## src/rtl/fp_pkg.sv

```systemverilog
// Shared constants, packed-float type and packing helper for the FP multiplier datapath.
package fp_pkg;

    localparam int unsigned EXP_W   = 8;
    localparam int unsigned FRAC_W  = 23;
    localparam int unsigned MANT_W  = 24;
    localparam int unsigned PROD_W  = 48;
    localparam int unsigned BIAS    = 127;
    localparam int unsigned EXP_MAX = 255;

    // Internal exponent is 10-bit signed so sums, +1 and rounding carries never wrap.
    localparam int unsigned EXPI_W = 10;
    typedef logic signed [EXPI_W-1:0] exp_int_t;

    typedef struct packed {
        logic              sign;
        logic [EXP_W-1:0]  exp;
        logic [FRAC_W-1:0] frac;
    } fp32_t;

    localparam logic [EXP_W-1:0] POS_INF_EXP = 8'hFF;
    localparam fp32_t            FP_ZERO     = '0;
    localparam exp_int_t         EXP_OVF     = exp_int_t'(EXP_MAX);

    function automatic fp32_t pack_float(input logic              sign,
                                         input logic [EXP_W-1:0]  exp,
                                         input logic [FRAC_W-1:0] frac);
        fp32_t f;
        f.sign = sign;
        f.exp  = exp;
        f.frac = frac;
        return f;
    endfunction

endpackage

```

## src/rtl/fp_round_rne.sv

```systemverilog
// Combinational significand rounding; round-to-nearest-even when FP_ROUND_RNE_EN is
// defined, otherwise plain truncation (guard/sticky ignored, no carry path).
module fp_round_rne
    import fp_pkg::*;
(
    input  logic [MANT_W-1:0] i_sig,
    input  logic              i_g,
    input  logic              i_s,
    input  exp_int_t          i_exp,
    output logic [MANT_W-1:0] o_sig,
    output exp_int_t          o_exp
);

`ifdef FP_ROUND_RNE_EN
    logic            w_inc;
    logic [MANT_W:0] w_sum;

    assign w_inc = i_g & (i_s | i_sig[0]);
    assign w_sum = {1'b0, i_sig} + {{MANT_W{1'b0}}, w_inc};

    always_comb begin
        o_sig = w_sum[MANT_W-1:0];
        o_exp = i_exp;
        // 0xFFFFFF + 1 renormalizes to 1.0 with the exponent bumped.
        if (w_sum[MANT_W]) begin
            o_sig = {1'b1, {(MANT_W-1){1'b0}}};
            o_exp = i_exp + exp_int_t'(1);
        end
    end
`else
    logic w_unused_gs;

    assign w_unused_gs = i_g ^ i_s;
    assign o_sig       = i_sig;
    assign o_exp       = i_exp;
`endif

endmodule

```

## src/rtl/fp_mul_normalizer.sv

```systemverilog
// Normalize/round/pack stage of the FP32 multiplier: two-stage valid/ready pipeline.
// Rounding mode selected by FP_ROUND_RNE_EN (defined: RNE, undefined: truncate).
module fp_mul_normalizer
    import fp_pkg::*;
(
    input  logic              clk,
    input  logic              rst_n,
    input  logic              in_valid,
    output logic              in_ready,
    input  logic              Signo,
    input  logic [8:0]        Exp_in,
    input  logic [PROD_W-1:0] Mant_prod,
    input  logic              Zero_in,
    output logic              out_valid,
    input  logic              out_ready,
    output logic [31:0]       Resultado,
    output logic              Overflow,
    output logic              Underflow
);

    logic w_adv1, w_adv2, w_take;

    // S1 (normalize) signals
    logic [MANT_W-1:0] w_sig_n;
    logic              w_g_n, w_s_n;
    exp_int_t          w_exp_ext, w_exp_n;

    logic              r_v1;
    logic [MANT_W-1:0] r_sig1;
    logic              r_g1, r_s1, r_sign1, r_zero1;
    exp_int_t          r_exp1;

    // S2 (round/pack) signals
    logic [MANT_W-1:0] w_sig_rnd;
    exp_int_t          w_exp_rnd;
    fp32_t             w_res;
    logic              w_ovf, w_unf;
    logic              w_unused_msb;

    logic              r_v2;
    fp32_t             r_res;
    logic              r_ovf, r_unf;

    // No skid buffer: in_ready is combinational from out_ready.
    assign w_adv2   = !r_v2 || out_ready;
    assign w_adv1   = !r_v1 || w_adv2;
    assign in_ready = w_adv1;
    assign w_take   = in_valid && w_adv1;

    assign w_exp_ext = {Exp_in[8], Exp_in};

    always_comb begin
        w_sig_n = Mant_prod[PROD_W-2:MANT_W-1];
        w_g_n   = Mant_prod[MANT_W-2];
        w_s_n   = |Mant_prod[MANT_W-3:0];
        w_exp_n = w_exp_ext;
        if (Mant_prod[PROD_W-1]) begin
            w_sig_n = Mant_prod[PROD_W-1:MANT_W];
            w_g_n   = Mant_prod[MANT_W-1];
            w_s_n   = |Mant_prod[MANT_W-2:0];
            w_exp_n = w_exp_ext + exp_int_t'(1);
        end
    end

    always_ff @(posedge clk or negedge rst_n) begin
        if (!rst_n) begin
            r_v1    <= 1'b0;
            r_sig1  <= '0;
            r_g1    <= 1'b0;
            r_s1    <= 1'b0;
            r_exp1  <= '0;
            r_sign1 <= 1'b0;
            r_zero1 <= 1'b0;
        end else begin
            if (w_adv1) begin
                r_v1 <= in_valid;
            end
            if (w_take) begin
                r_sig1  <= w_sig_n;
                r_g1    <= w_g_n;
                r_s1    <= w_s_n;
                r_exp1  <= w_exp_n;
                r_sign1 <= Signo;
                r_zero1 <= Zero_in;
            end
        end
    end

    fp_round_rne u_round (
        .i_sig (r_sig1),
        .i_g   (r_g1),
        .i_s   (r_s1),
        .i_exp (r_exp1),
        .o_sig (w_sig_rnd),
        .o_exp (w_exp_rnd)
    );

    // Only the hidden bit is dropped when packing.
    assign w_unused_msb = w_sig_rnd[MANT_W-1];

    always_comb begin
        w_res = FP_ZERO;
        w_ovf = 1'b0;
        w_unf = 1'b0;
        if (r_zero1) begin
            w_res = pack_float(r_sign1, '0, '0);
        end else if (w_exp_rnd >= EXP_OVF) begin
            w_res = pack_float(r_sign1, POS_INF_EXP, '0);
            w_ovf = 1'b1;
        end else if (w_exp_rnd <= exp_int_t'(0)) begin
            w_res = pack_float(r_sign1, '0, '0);
            w_unf = 1'b1;
        end else begin
            w_res = pack_float(r_sign1, w_exp_rnd[EXP_W-1:0], w_sig_rnd[FRAC_W-1:0]);
        end
    end

    always_ff @(posedge clk or negedge rst_n) begin
        if (!rst_n) begin
            r_v2  <= 1'b0;
            r_res <= FP_ZERO;
            r_ovf <= 1'b0;
            r_unf <= 1'b0;
        end else begin
            if (w_adv2) begin
                r_v2 <= r_v1;
            end
            if (w_adv2 && r_v1) begin
                r_res <= w_res;
                r_ovf <= w_ovf;
                r_unf <= w_unf;
            end
        end
    end

    assign out_valid = r_v2;
    assign Resultado = r_res;
    assign Overflow  = r_ovf;
    assign Underflow = r_unf;

endmodule

```

## config.mk

```make
export PLATFORM = sky130hd
export DESIGN_NAME = fp_mul_normalizer
export DESIGN_NICKNAME = d
export VERILOG_FILES = /design/src/rtl/fp_pkg.sv /design/src/rtl/fp_round_rne.sv /design/src/rtl/fp_mul_normalizer.sv
export SDC_FILE = /design/constraint.sdc
export NUM_CORES = 1
export LEC_CHECK = 0
export CELL_PAD_IN_SITES_DETAIL_PLACEMENT = 1
export CELL_PAD_IN_SITES_GLOBAL_PLACEMENT = 1
export CORE_MARGIN = 2
export CORE_UTILIZATION = 40
export DETAILED_ROUTE_END_ITERATION = 7
export PLACE_DENSITY_LB_ADDON = 0.3
export SYNTH_ARGS = -nofsm -noshare
export SYNTH_HDL_FRONTEND = slang
export SYNTH_SLANG_ARGS = --single-unit
```

## constraint.sdc

```tcl
create_clock -name clk -period 2.6 [get_ports clk]
set_clock_uncertainty 0.2 [all_clocks]
set_input_delay 0.52 -clock clk [delete_from_list [all_inputs] [get_ports clk]]
set_output_delay 0.52 -clock clk [all_outputs]
set_load 0.03 [all_outputs]
```

==> flow_summary_export.csv <==
group,metric,value,unit
pwr,powerDensity,678,nW/um^2
final_layout,final_common_cell,"clkdlybuf4s50_1",
detailed_routing,wl_per_cell,18.2,um
global_route,grt_pass1_vias,3210,
yosys,synth_flop_cell,"dfrtp_1",
setup_path,crit_type,"flop to output pin",
setup_path,critPathSlowestCell,"clkdlybuf4s50_1",
global_route,grt_first_pass_wirelength,16.4,mm
cts,numCtsBuffers,9,
pwr,leakagePower,1.97,nW
final_layout,nets,490,
yosys,ys_ff_latch,71,
timing,tns,0,ns
pwr,ir_worst_vdd,310,uV
timing,slew_violations,0,
cts,worstSkewPairLatency,0.35,ns
cts,hold_buffers,1,
placement,dpl.hpwl,7.00,mm
yosys,synth_seq_area_share,46.2,%
setup_path,crit_path_end_kind,"output pin",
detailed_routing,via_count,3070,
floorplan,die-width,102,um
yosys,synth_top_area_cell,"dfrtp_1",
yosys,synth_warnings,0,
global_route,grt_max_degree,72,
global_route,track_usage,20.5,%
yosys,synth.distinct_cells,43,
floorplan,fp-row-count,35,
cts,cts_root_buffer,"clkbuf_8",
timing,min_period,2.23,ns
floorplan,ioPinCount,99,
status,status,"completed",
timing,fmax,448,MHz
yosys,syn_area_per_cell,10.7,um^2
floorplan,die_area,10400,um^2
placement,io_buffers,75,
setup_path,critPathBufInv,1,
global_route,grt_overflow,0,
floorplan,die_h,102,um
placement,place.gp.congestion,0.833,
cts,postCtsSetupRepairBufs,0,
final_layout,syn_to_final_growth,27.1,%
detailed_routing,ant_nets,0,
setup_path,cp_slowest_stage_delay,0.71,ns
min_path,hold_class,"flop to flop",
final_layout,antenna_cells,0,
yosys,async_flop_share,100,%
global_route,use_met1,26.1,%
final_layout,drive_above_1_share,15.8,%
yosys,netlist_area,3850,um^2
timing,hold_viol_final,0,
cts,htreeDepth,3,
setup_path,path_delay_family,"buffers and inverters",
timing,rsz0062_at_grt,"false",
global_route,use_met2,35.6,%
cts,tritoncts,"done",
detailed_routing,firstDrtPassIters,4,
yosys,syn_inst,358,
setup_path,cp_max_fo,3,
setup_path,crit_required,1.88,ns
yosys,synth.area.top_cells,"dfrtp_1 (46%), o32ai_2 (8.5%), a21oi_1 (7.7%)",
global_route,use_met3,2.60,%
timing,tightestPinTransition,0.492,ns
timing,fin_crit_sh,85.8,%
floorplan,coreArea,9280,um^2
setup_path,crit_chain,"clkdlybuf4s50_1",
setup_path,cp-start-kind,"flop",
setup_path,arrival,1.51,ns
run,cap_viol_max_count,0,
cts,clockBufferDepth,2,
yosys,synth_edf_count,0,
floorplan,start_util,41.4,%
detailed_routing,wirelength,10.2,mm
yosys,synth_top_area_share,46.2,%
final_layout,final_util,52.7,%
detailed_routing,vias_per_cell,5.48,
global_route,top_usage_layer,"met2",
final_layout,final_cell_mix,"clkdlybuf4s50_1 (72), dfrtp_1 (71), a21oi_1 (59)",
global_route,antenna_found_initial,0,
timing,setup_viol,0,
detailed_routing,drcViolationCount,0,
cts,cts.repair.resized,0,
detailed_routing,drt_iter0_drc,72,
timing,relSlewSlack,67.2,%
cts,cts.clk_slew.worst_paths,0.07,ns
cts,cts.sink_count,71,
yosys,synth_nets,422,
## Yosys cell counts (5+ instances only)
library cell,instances
o221ai_1,6
o32ai_2,20
dfrtp_1,71
a21oi_1,59
buf_2,8
nor2b_1,17
inv_1,31
mux2i_1,24
buf_4,5
clkbuf_1,12
and2b_1,6
buf_6,7
nand4_1,35
## layout make-up
class	instances	area [um^2]
fill	1028	4390
clock inverter	5	80.1
multi-input combinational	220	1700
clock buffer	11	151
tap	129	161
sequential	71	1780
inverter	31	116
timing repair buffer	93	901
## cells by family (layout without fill, tap and decap cells)
logic type / after synthesis / count (layout) / share of synthesized area (%)
compound gates: 104 / 104 / 21.1
xor+xnor: 4 / 4 / 0.911
fa+ha+maj: 1 / 1 / 0.325
buf+inv: 67 / 140 / 9.69
flops: 71 / 71 / 46.2
mux: 29 / 29 / 8.10
simple gates: 82 / 82 / 13.7
## worst register-to-register path: stages (launching register included)
cell      delay [ns]
dfrtp_1         0.57
nand3b_4        0.21
and2_1          0.43
buf_4           0.28
a21oi_1         0.10
## report_power, final
part / internal, mW / switching (mW) / leakage (nW) / total [mW]
Combinational: 0.401 / 0.506 / 0.996 / 0.907
Sequential: 1.26 / 0.122 / 0.866 / 1.38
Clock: 0.591 / 0.432 / 0.112 / 1.02
Total: 2.25 / 1.06 / 1.97 / 3.31
## routing by layer
metal	part of all wire, %	vias up
met5	0	-
met4	1.8	0
met3	2.6	16
met2	50	60
met1	45	1547
li1	-	1447
## path summary, 6_finish.rpt
kind                               startpoint       endpoint  slack (ns)  depth (start not counted)
worst max-delay path                out_valid      out_valid        0.37                          1
worst min-delay path            Resultado[31]  Resultado[31]        0.31                          1
worst max register to register           r_v1      r_sig1[5]        0.68                          4
worst min register to register  Resultado[31]  Resultado[31]        0.31                          1
max in group asynchronous               rst_n      r_exp1[2]        1.37                          3
min in group asynchronous               rst_n  Resultado[24]        0.51                          3
## registers in the layout, summed over array words and instances, names as in the netlist
| signal | flops |
|---|---|
| r_sign1 | 1 |
| r_v1 | 1 |
| Resultado | 32 |
| r_exp1 | 10 |
| Overflow | 1 |
| Underflow | 1 |
| out_valid | 1 |
| r_sig1 | 23 |
| r_zero1 | 1 |
## per-stage QoR
stage	std cells	cell area, um^2	setup WS (ns)	total power [mW]	hold slack, ns
after global placement	543	4650	0.228	2.27	0.279
after CTS	560	4890	0.342	3.34	0.312
after floorplan	358	3850	0.740	1.93	0.0244
after global routing	560	4890	0.323	3.46	0.331
after detailed placement	543	4650	0.224	2.31	0.295
final	560	4890	0.370	3.31	0.305
Power figures use the tool's default switching activity.
